### src/rtl/cdb_arbiter.sv
// cdb_arbiter: per-source result FIFOs merged onto the CDB by a registered round-robin grant
// Ports: clk, rst (async, active-high); src_valid/src_ready/src_tag/src_data per-producer push
// interface (source i at [i*W +: W]); cdb_valid/cdb_tag/cdb_data registered broadcast, cdb_src
// granted source index; flush (only with CDB_ARB_FLUSH_EN) empties all FIFOs and clears the grant.
module cdb_arbiter #(
  parameter int NUM_SRC    = 4,
  parameter int TAG_W      = 5,
  parameter int DATA_W     = 32,
  parameter int FIFO_DEPTH = 2
) (
  input  logic                         clk,
  input  logic                         rst,
  input  logic [NUM_SRC-1:0]           src_valid,
  output logic [NUM_SRC-1:0]           src_ready,
  input  logic [NUM_SRC*TAG_W-1:0]     src_tag,
  input  logic [NUM_SRC*DATA_W-1:0]    src_data,
  output logic                         cdb_valid,
  output logic [TAG_W-1:0]             cdb_tag,
  output logic [DATA_W-1:0]            cdb_data,
  output logic [$clog2(NUM_SRC)-1:0]   cdb_src
`ifdef CDB_ARB_FLUSH_EN
  ,
  input  logic                         flush
`endif
);
  localparam int SW = $clog2(NUM_SRC);
  localparam int PW = $clog2(FIFO_DEPTH);
  localparam int CW = PW + 1;
  localparam int EW = TAG_W + DATA_W;
  logic flush_i;
`ifdef CDB_ARB_FLUSH_EN
  assign flush_i = flush;
`else
  assign flush_i = 1'b0;
`endif
  logic [EW-1:0] mem_q [NUM_SRC][FIFO_DEPTH];
  logic [EW-1:0] mem_d [NUM_SRC][FIFO_DEPTH];
  logic [PW-1:0] wr_ptr_q [NUM_SRC];
  logic [PW-1:0] wr_ptr_d [NUM_SRC];
  logic [PW-1:0] rd_ptr_q [NUM_SRC];
  logic [PW-1:0] rd_ptr_d [NUM_SRC];
  logic [CW-1:0] cnt_q [NUM_SRC];
  logic [CW-1:0] cnt_d [NUM_SRC];
  logic [SW-1:0] rr_ptr_q, rr_ptr_d, win, cdb_src_q, cdb_src_d;
  logic [NUM_SRC-1:0] req, push, pop;
  logic any_req, grant, cdb_valid_q, cdb_valid_d;
  logic [TAG_W-1:0] cdb_tag_q, cdb_tag_d;
  logic [DATA_W-1:0] cdb_data_q, cdb_data_d;
  logic [EW-1:0] head;
  // Ready looks only at the registered count: a full FIFO refuses even when popped this cycle.
  always_comb begin
    for (int i = 0; i < NUM_SRC; i++) begin
      req[i] = cnt_q[i] != '0;
      src_ready[i] = !rst && cnt_q[i] < CW'(FIFO_DEPTH);
      push[i] = src_valid[i] && src_ready[i] && !flush_i;
    end
  end
  // First requester at or above rr_ptr, wrapping modulo NUM_SRC.
  always_comb begin
    win = rr_ptr_q;
    any_req = 1'b0;
    for (int k = 0; k < NUM_SRC; k++) begin
      if (!any_req && req[SW'((int'(rr_ptr_q) + k) % NUM_SRC)]) begin
        win = SW'((int'(rr_ptr_q) + k) % NUM_SRC);
        any_req = 1'b1;
      end
    end
  end
  assign head = mem_q[win][rd_ptr_q[win]];
  always_comb begin
    mem_d = mem_q;
    grant = any_req && !flush_i;
    for (int i = 0; i < NUM_SRC; i++) begin
      pop[i] = grant && win == SW'(i);
      wr_ptr_d[i] = flush_i ? '0 : wr_ptr_q[i] + PW'(push[i]);
      rd_ptr_d[i] = flush_i ? '0 : rd_ptr_q[i] + PW'(pop[i]);
      cnt_d[i] = flush_i ? '0 : cnt_q[i] + CW'(push[i]) - CW'(pop[i]);
      if (push[i]) mem_d[i][wr_ptr_q[i]] = {src_tag[i*TAG_W +: TAG_W], src_data[i*DATA_W +: DATA_W]};
    end
    cdb_valid_d = grant;
    cdb_tag_d = grant ? head[EW-1 -: TAG_W] : cdb_tag_q;
    cdb_data_d = grant ? head[DATA_W-1:0] : cdb_data_q;
    cdb_src_d = grant ? win : cdb_src_q;
    rr_ptr_d = flush_i ? '0 : grant ? (win == SW'(NUM_SRC - 1) ? '0 : win + SW'(1)) : rr_ptr_q;
  end
  always_ff @(posedge clk or posedge rst) begin
    if (rst) begin
      wr_ptr_q <= '{default: '0};
      rd_ptr_q <= '{default: '0};
      cnt_q <= '{default: '0};
      rr_ptr_q <= '0;
      cdb_valid_q <= 1'b0;
      cdb_tag_q <= '0;
      cdb_data_q <= '0;
      cdb_src_q <= '0;
    end else begin
      wr_ptr_q <= wr_ptr_d;
      rd_ptr_q <= rd_ptr_d;
      cnt_q <= cnt_d;
      rr_ptr_q <= rr_ptr_d;
      cdb_valid_q <= cdb_valid_d;
      cdb_tag_q <= cdb_tag_d;
      cdb_data_q <= cdb_data_d;
      cdb_src_q <= cdb_src_d;
    end
  end
  // Payload storage needs no reset: counts gate every read.
  always_ff @(posedge clk) mem_q <= mem_d;
  assign cdb_valid = cdb_valid_q;
  assign cdb_tag = cdb_tag_q;
  assign cdb_data = cdb_data_q;
  assign cdb_src = cdb_src_q;
endmodule

### config.mk
export PLATFORM = sky130hd
export DESIGN_NAME = cdb_arbiter
export DESIGN_NICKNAME = d
export VERILOG_FILES = /design/src/rtl/cdb_arbiter.sv
export SDC_FILE = /design/constraint.sdc
export NUM_CORES = 1
export LEC_CHECK = 0
export CAP_MARGIN = 20
export CORE_UTILIZATION = 60
export CTS_CLUSTER_DIAMETER = 100
export DETAILED_ROUTE_END_ITERATION = 8
export DONT_BUFFER_PORTS = 1
export PLACE_DENSITY = 0.79
export SYNTH_ARGS = -nofsm -noshare
export SYNTH_HDL_FRONTEND = slang
export SYNTH_SLANG_ARGS = --single-unit
### constraint.sdc
create_clock -name clk -period 5.5 [get_ports clk]
set_input_delay 1.1 -clock clk [delete_from_list [all_inputs] [get_ports clk]]
set_output_delay 1.1 -clock clk [all_outputs]
set_load 0.005 [all_outputs]
==> flow_summary.toml <==
[final_layout]
utilization_pct = 68.3
drive_gt1_share_pct = 14.0
nets = 987
area_growth_pct = 10.4

[grt]
grt_max_degree = 78
grt_pass1_vias = 8175
grt_antenna_before_repair = 0
grt_pass1_wl_mm = 47.7
grt_overflow = 0
grt_usage_pct = 27.8

[critical_path]
crit_arrival_ns = 4.00
cp_num_buf_inv = 3
critPathTopFamily = "buffers and inverters"
startpoint_type = "flip-flop"
critPathMaxFanout = 42
path_class = "reg -> reg"
endpoint_kind = "flip-flop"
slowest_stage = "o32a_2"
required_ns = 5.88
cp_common_cell = "buf_4"
cp_cell_sequence = "or2_2, o21ai_0, nand3_2, buf_4, nor2_4, buf_4, o32a_2, buf_4, a221oi_1, o22a_1"
slowest_delay_ns = 0.55

[sta]
relSlewSlack_pct = 27.2
finalMaxSlewViolations = 0
rsz0062_at_grt = "false"
final_hold_viol_count = 0
tightest_slew_ns = 1.09
timing.final.crit_period_ns = 3.62
max_clock_freq_ghz = 0.276
finClkSkew_ns = 0.0209
fin_setup_tns_ns = 0
post-route-period-util_pct = 65.8
setup_viol = 0

[clocking]
h-tree-depth = 2
cts_buffer_depth = 3
cts_tree = "yes"
clock_latency_ns = 0.52
numCtsBuffers = 36
cts_hold_buf = 0
post_cts_buffers = 0
path_clk_slew_ns = 0.06
cts_resized = 0
cts-root-buf = "clkbuf_16"
cts.sinks = 354

[routing]
drc = 0
wire_per_inst_um = 29.2
antenna_left = 0
via_per_inst = 6.99
drtIter0Drc = 890
dr.pass1.iters = 9
drt-total-wl_mm = 32.7
vias = 7848

[place]
portBuffers = 0
place.detailed.hpwl_mm = 18.8
place.gp.congestion = 0.867

[die]
dieArea_mm2 = 0.0234
ios = 198
start_util_pct = 61.9
fp.dieW_um = 153
rows = 54
die-height_um = 153
core_region_area_mm2 = 0.0221

[synthesis]
synthesis.nets = 988
synth-seq-cells = 354
yosysWarnings = 0
synth_compound_area_share_pct = 14.0
synth_seq_area_share_pct = 75.6
synth_top_family_by_area = "compound AO/OA/AOI/OAI gates"
synthCells = 817
synthSimpleGateAreaFrac_pct = 2.92
netlist_area_mm2 = 0.0137
synth_mux_area_share_pct = 2.56
synth-adder-area-share_pct = 1.56
synth_xor_xnor_area_share_pct = 0.769
avgSynthCellArea_um2 = 16.7
yosys.cell_types.count = 41

[power_and_ir_drop]
powerDensity_mw_per_mm2 = 708
p_leak_nw = 5.06
irDropWorstVdd_uv = 512

[job]
max-cap-violations = 0

[run_status]
outcome = "completed"

[worst_hold_path]
hp-class = "in -> async"
worst paths after layout:
path / end / start / slack, ns / depth (start not counted)
worst max-delay path: cdb_data[9] / cnt_q[5] / 1.88 / 10
max in group asynchronous: cdb_data[30] / rst / 4.08 / 2
worst min-delay path: cnt_q[3] / rst / 0.39 / 1
worst max register to register: cdb_data[9] / cnt_q[5] / 1.88 / 10
worst min register to register: rd_ptr_q[2] / rd_ptr_q[2] / 0.52 / 1
min in group clk: rd_ptr_q[2] / rd_ptr_q[2] / 0.52 / 1
per-stage QoR:
step                worst slack [ns]  std cells  total power, W  hold WS [ns]  instance area [um^2]
finish                          1.88       1123          0.0107         0.392                 15100
global placement                2.09       1053         0.00817         0.522                 13900
floorplan                       2.44        817         0.00732         0.459                 13700
CTS                             1.95       1117          0.0107         0.386                 15000
detailed placement              1.99       1053         0.00841         0.493                 13900
global route                    1.77       1122          0.0112         0.397                 15100
placed cells by master (no fill, tap or decap), types with 3 or more instances in the layout:
cell type | Yosys | routed
edfxtp_1 | 296 | 296
a221oi_1 | 77 | 77
dfrtp_1 | 58 | 58
nand2_1 | 49 | 49
o21ai_0 | 40 | 40
a21oi_1 | 38 | 38
clkbuf_16 | 0 | 37
mux2i_1 | 35 | 35
o22a_1 | 35 | 35
a221oi_2 | 28 | 28
inv_1 | 21 | 19
buf_4 | 0 | 13
nor2_1 | 12 | 10
xnor2_1 | 10 | 10
ha_1 | 17 | 9
ha_2 | 0 | 8
clkbuf_1 | 39 | 8
clkinv_2 | 0 | 7
clkinv_1 | 0 | 6
and2_1 | 7 | 5
nand3b_1 | 4 | 4
a31oi_1 | 4 | 4
buf_12 | 0 | 4
nor3_1 | 3 | 3
inv_6 | 0 | 3
state kept, by name, indices dropped and copies added, names as in the netlist:
register and cells:
mem_q 296, cdb_data 32, cnt_q 8, cdb_tag 5
rd_ptr_q 4, wr_ptr_q 4, cdb_src 2, rr_ptr_q 2
cdb_valid 1
synthesized netlist by cell type, drive strengths merged:
cell / number / area share, %
clkbuf: 39 / 1.1
o32a: 1 / 0.073
a32o: 2 / 0.15
a21oi: 38 / 1.4
a221oi: 105 / 8.0
nor3: 3 / 0.11
a31oi: 4 / 0.18
o22a: 35 / 2.2
or4: 2 / 0.14
nor2: 12 / 0.33
inv: 23 / 0.63
or2: 1 / 0.046
edfxtp: 296 / 65
and2: 7 / 0.32
nor4: 2 / 0.14
nor3b: 1 / 0.055
a211o: 1 / 0.064
dfrtp: 58 / 11
xor2: 2 / 0.13
o211ai: 2 / 0.11
nand3b: 4 / 0.22
o21ai: 40 / 1.5
a31o: 1 / 0.064
o31ai: 1 / 0.055
o22ai: 1 / 0.046
xnor2: 10 / 0.64
nand2: 49 / 1.3
buf: 18 / 0.81
mux2i: 35 / 2.6
nand3: 3 / 0.15
nor4bb: 1 / 0.073
ha: 17 / 1.6
o21bai: 1 / 0.055
o32ai: 2 / 0.13
where the power goes:
part	leakage, nW	internal, W	switching [W]	total, W
logic	1.18	0.00180	0.00294	0.00473
registers	3.35	0.00345	0.000297	0.00374
clock network	0.530	0.00126	0.000951	0.00222
area by class of cell:
| cell class | count | area [um^2] |
|---|---|---|
| Multi-Input combinational cell | 383 | 3030 |
| Clock buffer | 47 | 983 |
| Tap cell | 280 | 350 |
| Timing Repair Buffer | 18 | 205 |
| Fill cell | 1336 | 7000 |
| Inverter | 23 | 91.3 |
| Antenna cell | 1 | 2.50 |
| Sequential cell | 354 | 10300 |
| Clock inverter | 17 | 91.3 |
per-layer routing:
layer | routed length (um) | GRT usage (%) | vias up | share of wire (%)
met4 | 1300 | 12.7 | 0 | 4.0
met5 | 0 | 0 | - | 0
met3 | 3820 | 9.70 | 94 | 12
met1 | 11800 | 34.3 | 3967 | 36
li1 | - | - | 3280 | -
met2 | 15800 | 44.6 | 507 | 48
kinds of logic (layout without fill, tap and decap cells):
group	Yosys count	count (layout)
xor gates and xnor gates	12	12
buffers and inverters	80	105
AOI/OAI and AO/OA	234	234
muxes	35	35
DFF	354	354
adders and majority gates	17	17
other	0	1
and+or+nand+nor	85	85
worst register-to-register path, stage by stage, from the launching register on:
cell and delay (ns):
dfrtp_1 0.44, or2_2 0.34, o21ai_0 0.11, nand3_2 0.20
buf_4 0.38, nor2_4 0.15, buf_4 0.45, o32a_2 0.56
buf_4 0.54, a221oi_1 0.10, o22a_1 0.23
Note: power is estimated with default switching activity, not from simulation.
